[config.mk]
export PLATFORM = sky130hd
export DESIGN_NAME = id_ex_skid_stage_flat
export DESIGN_NICKNAME = d
export VERILOG_FILES = /design/src/rtl/id_ex_skid_stage_if.sv /design/src/rtl/id_ex_skid_stage.sv /design/src/flat_wrapper.sv
export SDC_FILE = /design/constraint.sdc
export NUM_CORES = 1
export LEC_CHECK = 0
export BUFFER_PORTS_ARGS = -buffer_cell sky130_fd_sc_hd__buf_2
export CAP_MARGIN = 20
export CELL_PAD_IN_SITES_DETAIL_PLACEMENT = 0
export CELL_PAD_IN_SITES_GLOBAL_PLACEMENT = 1
export CORE_MARGIN = 1
export CORE_UTILIZATION = 44
export DETAILED_ROUTE_END_ITERATION = 10
export GPL_ROUTABILITY_DRIVEN = 0
export PLACE_DENSITY_LB_ADDON = 0.1
export SLEW_MARGIN = 20
export SYNTH_ARGS = -nofsm -noshare
export SYNTH_HDL_FRONTEND = slang
export SYNTH_SLANG_ARGS = --single-unit
[constraint.sdc]
create_clock -name clk -period 4.5 [get_ports clk]
set_clock_uncertainty 0.2 [all_clocks]
set_input_delay 0.45 -clock clk [delete_from_list [all_inputs] [get_ports clk]]
set_output_delay 0.45 -clock clk [all_outputs]
set_load 0.01 [all_outputs]
[src/rtl/id_ex_skid_stage_if.sv]
// Valid/ready channel bundle for the ID->EX stage: the ID-side inputs and EX-side outputs.
// Latency: none (wires only).
// Backpressure: carries in_ready upstream and out_ready downstream; no logic of its own.
//
// Signals:
//   in_valid/in_ready/in_data/in_ctrl      ID -> stage beat and its handshake
//   out_valid/out_ready/out_data/out_ctrl  stage -> EX beat and its handshake
// Modports:
//   master : environment side (drives ID beat and EX ready)
//   slave  : stage side (drives in_ready and the EX beat)
interface id_ex_skid_stage_if #(
  parameter int DATA_W = 128,
  parameter int CTRL_W = 12
) ();
  logic              in_valid;
  logic              in_ready;
  logic [DATA_W-1:0] in_data;
  logic [CTRL_W-1:0] in_ctrl;
  logic              out_valid;
  logic              out_ready;
  logic [DATA_W-1:0] out_data;
  logic [CTRL_W-1:0] out_ctrl;

  modport master (
    output in_valid, in_data, in_ctrl, out_ready,
    input  in_ready, out_valid, out_data, out_ctrl
  );

  modport slave (
    input  in_valid, in_data, in_ctrl, out_ready,
    output in_ready, out_valid, out_data, out_ctrl
  );
endinterface

[src/rtl/id_ex_skid_stage.sv]
// ID->EX pipeline register with a two-entry skid buffer, flush and saturating perf counters.
// Latency: 1 cycle from accept to out_valid when empty, or half-full with a pop.
// Backpressure: in_ready = ~skid occupied (registered); absorbs one beat after out_ready drops.
//
// Ports:
//   clk, rst        clock (rising edge), asynchronous active-low reset
//   bus (slave)     in_valid/in_ready/in_data/in_ctrl, out_valid/out_ready/out_data/out_ctrl
//   flush           synchronous kill of all held and incoming beats
//   occupancy       entries held (0..2)
//   cnt_clr         synchronous clear of both counters (wins over increment)
//   flush_cnt       flush events that discarded at least one beat (saturating)
//   bubble_cnt      cycles with out_ready=1 and out_valid=0 (saturating)
module id_ex_skid_stage #(
  parameter int DATA_W              = 128,
  parameter int CTRL_W              = 12,
  parameter int CNT_W               = 16,
  parameter int CLEAR_DATA_ON_FLUSH = 1
) (
  input  logic                 clk,
  input  logic                 rst,
  id_ex_skid_stage_if.slave    bus,
  input  logic                 flush,
  output logic [1:0]           occupancy,
  input  logic                 cnt_clr,
  output logic [CNT_W-1:0]     flush_cnt,
  output logic [CNT_W-1:0]     bubble_cnt
);

  // State encoding equals the number of entries held, so occupancy is the state itself.
  localparam logic [1:0] ST_EMPTY = 2'd0;
  localparam logic [1:0] ST_HALF  = 2'd1;
  localparam logic [1:0] ST_FULL  = 2'd2;

  localparam logic [CNT_W-1:0] CNT_MAX = {CNT_W{1'b1}};

  logic [1:0]        r_state;
  logic [DATA_W-1:0] r_main_data;
  logic [CTRL_W-1:0] r_main_ctrl;
  logic [DATA_W-1:0] r_skid_data;
  logic [CTRL_W-1:0] r_skid_ctrl;
  logic [CNT_W-1:0]  r_flush_cnt;
  logic [CNT_W-1:0]  r_bubble_cnt;

  logic w_accept;
  logic w_pop;
  logic w_flush_evt;
  logic w_bubble_evt;

  // in_ready comes straight from the state flop: the skid is occupied only in FULL.
  // No path from out_ready, so the upstream timing arc is cut.
  assign bus.in_ready  = ~r_state[1];
  assign bus.out_valid = (r_state != ST_EMPTY);
  assign bus.out_data  = r_main_data;
  // Bubbles go downstream as all-zero control so later stages never commit them.
  assign bus.out_ctrl  = bus.out_valid ? r_main_ctrl : '0;
  assign occupancy     = r_state;
  assign flush_cnt     = r_flush_cnt;
  assign bubble_cnt    = r_bubble_cnt;

  assign w_accept     = bus.in_valid & bus.in_ready;
  assign w_pop        = bus.out_valid & bus.out_ready;
  assign w_flush_evt  = flush & ((r_state != ST_EMPTY) | bus.in_valid);
  assign w_bubble_evt = bus.out_ready & ~bus.out_valid;

  always_ff @(posedge clk or negedge rst) begin
    if (!rst) begin
      r_state     <= ST_EMPTY;
      r_main_data <= '0;
      r_main_ctrl <= '0;
      r_skid_data <= '0;
      r_skid_ctrl <= '0;
    end else if (flush) begin
      // A pop in this cycle has already been sampled by EX; an incoming beat is dropped.
      r_state     <= ST_EMPTY;
      r_main_ctrl <= '0;
      r_skid_ctrl <= '0;
      if (CLEAR_DATA_ON_FLUSH != 0) begin
        r_main_data <= '0;
        r_skid_data <= '0;
      end
    end else begin
      case (r_state)
        ST_EMPTY: begin
          if (w_accept) begin
            r_main_data <= bus.in_data;
            r_main_ctrl <= bus.in_ctrl;
            r_state     <= ST_HALF;
          end
        end
        ST_HALF: begin
          case ({w_accept, w_pop})
            2'b11: begin
              r_main_data <= bus.in_data;
              r_main_ctrl <= bus.in_ctrl;
            end
            2'b10: begin
              // EX stalled this cycle: park the new beat behind main.
              r_skid_data <= bus.in_data;
              r_skid_ctrl <= bus.in_ctrl;
              r_state     <= ST_FULL;
            end
            2'b01: begin
              r_state <= ST_EMPTY;
            end
            default: begin
            end
          endcase
        end
        ST_FULL: begin
          if (w_pop) begin
            r_main_data <= r_skid_data;
            r_main_ctrl <= r_skid_ctrl;
            r_skid_data <= '0;
            r_skid_ctrl <= '0;
            r_state     <= ST_HALF;
          end
        end
        default: begin
          r_state <= ST_EMPTY;
        end
      endcase
    end
  end

  always_ff @(posedge clk or negedge rst) begin
    if (!rst) begin
      r_flush_cnt  <= '0;
      r_bubble_cnt <= '0;
    end else if (cnt_clr) begin
      r_flush_cnt  <= '0;
      r_bubble_cnt <= '0;
    end else begin
      if (w_flush_evt && (r_flush_cnt != CNT_MAX)) begin
        r_flush_cnt <= r_flush_cnt + CNT_W'(1);
      end
      if (w_bubble_evt && (r_bubble_cnt != CNT_MAX)) begin
        r_bubble_cnt <= r_bubble_cnt + CNT_W'(1);
      end
    end
  end

endmodule

[src/flat_wrapper.sv]
// flat-port wrapper written by rule: the top's interface ports become plain ports
module id_ex_skid_stage_flat 
#(
  parameter int DATA_W              = 128,
  parameter int CTRL_W              = 12,
  parameter int CNT_W               = 16,
  parameter int CLEAR_DATA_ON_FLUSH = 1
)
  (clk, rst, flush, occupancy, cnt_clr, flush_cnt, bubble_cnt, bus_in_valid, bus_in_data, bus_in_ctrl, bus_out_ready, bus_in_ready, bus_out_valid, bus_out_data, bus_out_ctrl);
  id_ex_skid_stage_if #(.DATA_W(DATA_W), .CTRL_W(CTRL_W)) bus_i ();
  input  logic clk;
  input  logic rst;
  input  logic flush;
  output logic [1:0] occupancy;
  input  logic cnt_clr;
  output logic [CNT_W-1:0] flush_cnt;
  output logic [CNT_W-1:0] bubble_cnt;
  input wire logic [$bits(bus_i.in_valid)-1:0] bus_in_valid;
  input wire logic [$bits(bus_i.in_data)-1:0] bus_in_data;
  input wire logic [$bits(bus_i.in_ctrl)-1:0] bus_in_ctrl;
  input wire logic [$bits(bus_i.out_ready)-1:0] bus_out_ready;
  output wire logic [$bits(bus_i.in_ready)-1:0] bus_in_ready;
  output wire logic [$bits(bus_i.out_valid)-1:0] bus_out_valid;
  output wire logic [$bits(bus_i.out_data)-1:0] bus_out_data;
  output wire logic [$bits(bus_i.out_ctrl)-1:0] bus_out_ctrl;
  assign bus_i.in_valid = bus_in_valid;
  assign bus_i.in_data = bus_in_data;
  assign bus_i.in_ctrl = bus_in_ctrl;
  assign bus_i.out_ready = bus_out_ready;
  assign bus_in_ready = bus_i.in_ready;
  assign bus_out_valid = bus_i.out_valid;
  assign bus_out_data = bus_i.out_data;
  assign bus_out_ctrl = bus_i.out_ctrl;
  id_ex_skid_stage #(.DATA_W(DATA_W), .CTRL_W(CTRL_W), .CNT_W(CNT_W), .CLEAR_DATA_ON_FLUSH(CLEAR_DATA_ON_FLUSH)) u_core (.clk(clk), .rst(rst), .bus(bus_i), .flush(flush), .occupancy(occupancy), .cnt_clr(cnt_clr), .flush_cnt(flush_cnt), .bubble_cnt(bubble_cnt));
endmodule
==> run summary, run 1 <==
outcome: finished clean
maximum net fanout on the critical path: 16
most frequent cells in the layout: nand2_1 (431), buf_2 (320), dfrtp_1 (314), o21ai_0 (190), a22oi_1 (140)
placed inst area: 15,580 sq um
count of clock tree sinks: 314
final cycle utilization of the critical path: 65.76%
worst r2r path cells: 4
f_max: 337.9 MHz
Die H: 178.9 um
FF-to-FF Start: u_core.occupancy[1]
critical path class: flip-flop to output port
initial antenna violation count: 3
syn_area_per_cell: 9.350 sq um
Die Area: 32,010 sq um
Die X: 178.9 um
GRT overflow: 0
WL final: 35,670 um
Hold Startpoint: bus_in_data[55]
Synth area leader: dfrtp_1
setup TNS: 0 ns
Routed WL per cell: 15.70 um
required time of the worst setup path: 3.85 ns
CTS tree: done
initial core utilization: 44.91%
synth top area cells: dfrtp_1 (57%), nand2_1 (12%), a22oi_1 (7.6%), o21ai_0 (6.9%), o21ai_1 (3.4%)
Max-slew headroom: 33.54%
Cells after Synth: 1,473
RSZ-0062 raised after global routing: false
smallest setup slack after layout: 1.541 ns
via count: 11,680
max cap viols: 0
row count: 64
Design Area, Final: 17,910 sq um
core area: 30,670 sq um
synthesized flop and latch total: 314
Buf+Inv Stages, Crit Path: 2
endpoints failing hold: 0
CP cell instances: nor2_1, inv_1, buf_2
fin crit period: 2.959 ns
Layout Nets: 1,999
Synth Warn #: 0
CTS root buffer: clkbuf_16
Routed Antenna Nets: 0
total power: 6993 uW
first-pass detailed-route iteration total: 5
Post-CTS Setup Repair Bufs: 0
sequential share of the synthesized area: 57.05%
vias in the first global route: 10,880
startpoint types: flip-flop
CTS HTree Levels: 2
1st-iter DRT viols: 955
Post-Syn Area: 13,770 sq um
most common cell after layout, fill and taps aside: nand2_1
FF-to-FF End: u_core.bus.out_data[67]
final slew viol count: 0
Synth cell types: 45
global-route wire length before repair: 56,910 um
Leak: 0.008336 uW
worst ir drop on vdd: 0.2948 mV
I/O Buffers: 321
Avg Vias per Cell: 5.139
share of cells above drive strength 1: 22.21%
largest net degree at the start of global routing: 153
final core utilization: 58.38%
Total GRT Usage: 21.99%
worst slack, placed: 1.634 ns
Worst Hold Class: input pin to flip-flop
power per cell area: 390.5 nW/um^2
Slowest-stage cell, CP: nor2_1
CTS buffer count: 36
I/O Pins: 322
syn nets: 1,622
clk_lat worst skew: 0.50 ns
# setup viols final: 0
Arr. time, crit path: 2.31 ns
area grow syn2layout: 30.01%
Worst Hold Depth: 3
top cell type's share of synthesized area: 57.05%
DP HPWL: 22,210 um
Max Root-Sink Buffers: 3
clk slew on worst S/H paths: 0.06 ns
CP Capture Type: output port
critical path's largest stage delay: 0.85 ns
worst min-delay path endpoint: u_core.r_skid_data[55]
CP delay by family, top: simple AND/OR/NAND/NOR gates
slack of the worst reg-to-reg path: 1.63 ns
Worst Tran Pin Value: 0.9933 ns
drt drc: 0
## layer usage
| layer | GRT usage (%) | part of all wire, % | up-vias |
|---|---|---|---|
| li1 | - | - | 5861 |
| met1 | 31.48 | 46 | 5461 |
| met2 | 32.96 | 44 | 299 |
| met3 | 5.216 | 7.4 | 54 |
| met4 | 6.568 | 2.6 | 0 |
| met5 | 0 | 0 | - |
## stage by stage
| step | std cells | hold WS [ns] |
|---|---|---|
| floorplan | 1473 | -0.04559 |
| global placement | 2089 | 0.2566 |
| detailed placement | 2089 | 0.2645 |
| CTS | 2269 | 0.0005972 |
| global route | 2272 | 0.007672 |
| finish | 2272 | 0.01339 |
## state kept, by name, summed over array words and instances (netlist names)
signal and cells:
u_core.r_skid_data 128, u_core.bus.out_data 128, u_core.bubble_cnt 16, u_core.r_skid_ctrl 12, u_core.flush_cnt 16, u_core.r_main_ctrl 12
u_core.occupancy 2
## kinds of logic after synthesis
kind of cell	count (synthesis)	share of synthesized area, %
AND/OR/NAND/NOR	543	16.71
adder cells (fa/ha/maj)	3	0.2726
buffers and inverters	125	4.215
AO/OA/AOI/OAI	472	20.47
flip-flops	314	57.05
multiplexers	16	1.290
## repair_timing
action | CTS | global route
setup endpoints to repair | 0 | 0
resized for setup | 0 | 0
endpoints found under the hold margin | 201 | 0
hold buffers | 119 | 0
## synthesized netlist by cell type, drive strengths merged
cell type  number
and4bb          2
o31ai          11
and4            2
o311ai          1
a221oi          1
nor2b          27
ha              3
nor3b           2
nand4           6
and2            4
or2             1
and4b           1
a311oi          2
o311a           1
o21ai         283
a21boi          1
a21oi          24
nor2           20
a211oi          2
buf            39
nand2b          6
or3             3
or4            11
a41oi           2
inv             5
a22oi         140
nor3            5
nor4            3
a31oi           2
mux2i           2
clkbuf         81
and3            3
nand3          16
o21bai          1
dfrtp         314
mux2           14
o31a            1
nand2         431
## power by group
part	switching (uW)	leakage (uW)	internal, uW	total, uW
Sequential	141	0.00412	3090	3230
Combinational	585	0.00366	394	980
Clock	1110	0.000561	1670	2780
Total	1840	0.00834	5150	6990
## how the worst max path moves through the flow
stage / end / slack, ns / startpoint / cells after the start
after floorplan: u_core.flush_cnt[11] / 2.32 / flush / 6
after detailed placement: u_core.bus.out_data[67] / 1.63 / u_core.occupancy[1] / 4
after global placement: u_core.bus.out_data[113] / 1.74 / u_core.occupancy[1] / 4
after CTS: bus_out_valid / 1.52 / u_core.occupancy[1] / 3
after global routing: bus_out_valid / 1.38 / u_core.occupancy[1] / 3
final: bus_out_valid / 1.54 / u_core.occupancy[1] / 3
## area by class of cell
class / instances / area (sq um)
timing repair buffer: 459 / 3050
clock inverter: 9 / 70.07
sequential: 314 / 7858
antenna: 3 / 7.507
clock buffer: 52 / 1052
inverter: 5 / 18.77
fill: 2799 / 12760
tap: 396 / 495.5
multi-input combinational: 1034 / 5354
## tightest hold or removal path: cells and delay by family
| family | cells | cell delay, ns |
|---|---|---|
| buffers and inverters | 1 | 0.10 |
| AOI/OAI and AO/OA | 1 | 0.06 |
| and+or+nand+nor | 1 | 0.05 |
Power figures use the tool's default switching activity.
==> run 2: changes to the inputs <==
CORE_UTILIZATION = 37   (was 44)
clock period = 2.7 ns   (was 4.5 ns; I/O delays follow)
==> run 2 against run 1 <==
Setup slack worse by 1.2 ns. Critical path type is now input pin to flip-flop. Cell area up 4.2%. Global-route usage down 1.5 points. Cell count up 5.5%.
==> run summary, run 2 (same netlist as run 1, synthesis figures left out) <==
outcome: finished clean
most common cell after layout, fill and taps aside: nand2_1
required time of the worst setup path: 2.92 ns (-0.93 ns)
Die X: 194.9 um (+8.9%)
Crit. Startpoint: flush
Max-slew headroom: 45.99% (+12 points)
setup TNS: 0 ns (unchanged)
Worst Hold Class: input pin to flip-flop
Post-CTS Setup Repair Bufs: 0 (unchanged)
count of clock tree sinks: 314 (unchanged)
area grow syn2layout: 35.43%
Hold Startpoint: bus_in_valid
RSZ-0062 raised after global routing: false
Design Area, Final: 18,650 sq um (+4.2%)
Max Root-Sink Buffers: 3 (unchanged)
drt drc: 0 (unchanged)
hold slack: 0.1118 ns (+0.09839 ns)
CP Capture Type: flip-flop
Routed WL per cell: 16.14 um (+2.8%)
FF-to-FF Start: u_core.occupancy[1]
initial core utilization: 37.62% (-7.3 points)
via count: 11,840 (+1.4%)
most frequent cells in the layout: nand2_1 (431), buf_2 (320), dfrtp_1 (314), o21ai_0 (190), dlygate4sd3_1 (143)
clk slew on worst S/H paths: 0.05 ns (about the same)
Arr. time, crit path: 2.58 ns (+0.27 ns)
1st-iter DRT viols: 605 (-37%)
clk_lat worst skew: 0.52 ns (+0.02 ns)
Die H: 194.9 um (+8.9%)
GRT overflow: 0 (unchanged)
vias in the first global route: 11,760 (+8.0%)
Layout Nets: 2,047 (+2.4%)
GRT met2 Usage: 31.18% (-1.8 points)
Worst Hold Depth: 4 (+1)
global-route wire length before repair: 63,610 um (+12%)
I/O Pins: 322 (unchanged)
CTS HTree Levels: 2 (unchanged)
first-pass detailed-route iteration total: 5 (unchanged)
DP HPWL: 24,680 um (+11%)
final core utilization: 50.95% (-7.4 points)
Worst Tran Pin Value: 0.8102 ns (-0.1831 ns)
fin crit period: 2.357 ns
initial antenna violation count: 4 (+1)
post-CTS resize count: 0 (unchanged)
f_max: 424.3 MHz
Total GRT Usage: 20.49% (-1.5 points)
WL final: 38,670 um (+8.4%)
max cap viols: 0 (unchanged)
I/O Buffers: 321 (unchanged)
final slew viol count: 0 (unchanged)
# setup viols final: 0 (unchanged)
Leak: 0.008624 uW (+3.5%)
power per cell area: 656.3 nW/um^2 (+68%)
Die Area: 38,000 sq um (+19%)
row count: 70 (+9.4%)
endpoints failing hold: 0 (unchanged)
core area: 36,610 sq um (+19%)
worst ir drop on vdd: 0.4638 mV (+57%)
CTS root buffer: clkbuf_16
share of cells above drive strength 1: 22.61% (+0.40 points)
critical path class: input pin to flip-flop
placed inst area: 15,970 sq um (+2.5%)
Avg Vias per Cell: 4.942 (-3.8%)
startpoint types: input pin
worst r2r path cells: 4 (unchanged)
CTS tree: done
maximum net fanout on the critical path: 10 (-6)
met3 global-route usage: 4.390% (-0.83 points)
final cycle utilization of the critical path: 87.29%
GR Util met1: 29.01% (-2.5 points)
largest net degree at the start of global routing: 127 (-17%)
Routed Antenna Nets: 0 (unchanged)
CTS buffer count: 39 (+8.3%)
GR peak layer: met2
[run 2: cell types whose count changed in the layout (fill, tap and decap cells not counted), sizes merged]
cell,change
diode,+1
dlygate4sd3,+24
clkbuf,+8
buf,+21
bufinv,+2
clkinv,-5
inv,+1
[run 2: where the power goes]
part           total [uW]  switching, uW  internal (uW)
clock network        5110           1990           3130
logic                1730            999            734
registers            5390            247           5150
[run 2: stage by stage]
step | total power [uW] | setup slack, ns | cells
floorplan | 6291 | 0.5371 | 1473
global placement | 7032 | 0.4171 | 2182
detailed placement | 7070 | 0.3682 | 2182
global route | 12830 | 0.1938 | 2395
CTS | 12400 | 0.3498 | 2392
finish | 12240 | 0.3430 | 2396
[run 2: critical path: stages]
cell and delay [ns]:
dlygate4sd3_1 0.53, buf_2 0.30, o31ai_1 0.18, or4_1 0.62
or4_1 0.51, a21oi_1 0.17
[run 2: timing repair]
action                     CTS  global route
hold buffers               143             0
setup endpoints to repair    0             0
hold endpoints to repair   412             0
[run 2: final cells by class]
class,instances,area (sq um)
multi-input cells,1034,5354
clock inverters,7,125.1
well taps,468,585.6
inverters,5,18.77
fillers,3486,17960
flip-flops and latches,314,7858
diodes,4,10.01
repair buffers,504,3586
clock buffers,60,1116
[run 2: metal layers]
layer  share of wire (%)  vias to the layer above  wire [um]
met3                 5.9                       67       2274
met4                 2.6                        0       1024
li1                    -                     5959          -
met5                   0                        -          0
met1                  47                     5536      18220
met2                  44                      278      17150
[run 2: final timing paths]
check | endpoint | slack, ns
max in group asynchronous | u_core.r_skid_ctrl[4] | 1.38
min in group asynchronous | u_core.flush_cnt[10] | 0.12
setup reg to reg | u_core.flush_cnt[9] | 0.35
hold / removal | u_core.flush_cnt[15] | 0.11
hold reg to reg | u_core.bus.out_data[57] | 0.27
setup / recovery | u_core.flush_cnt[9] | 0.34
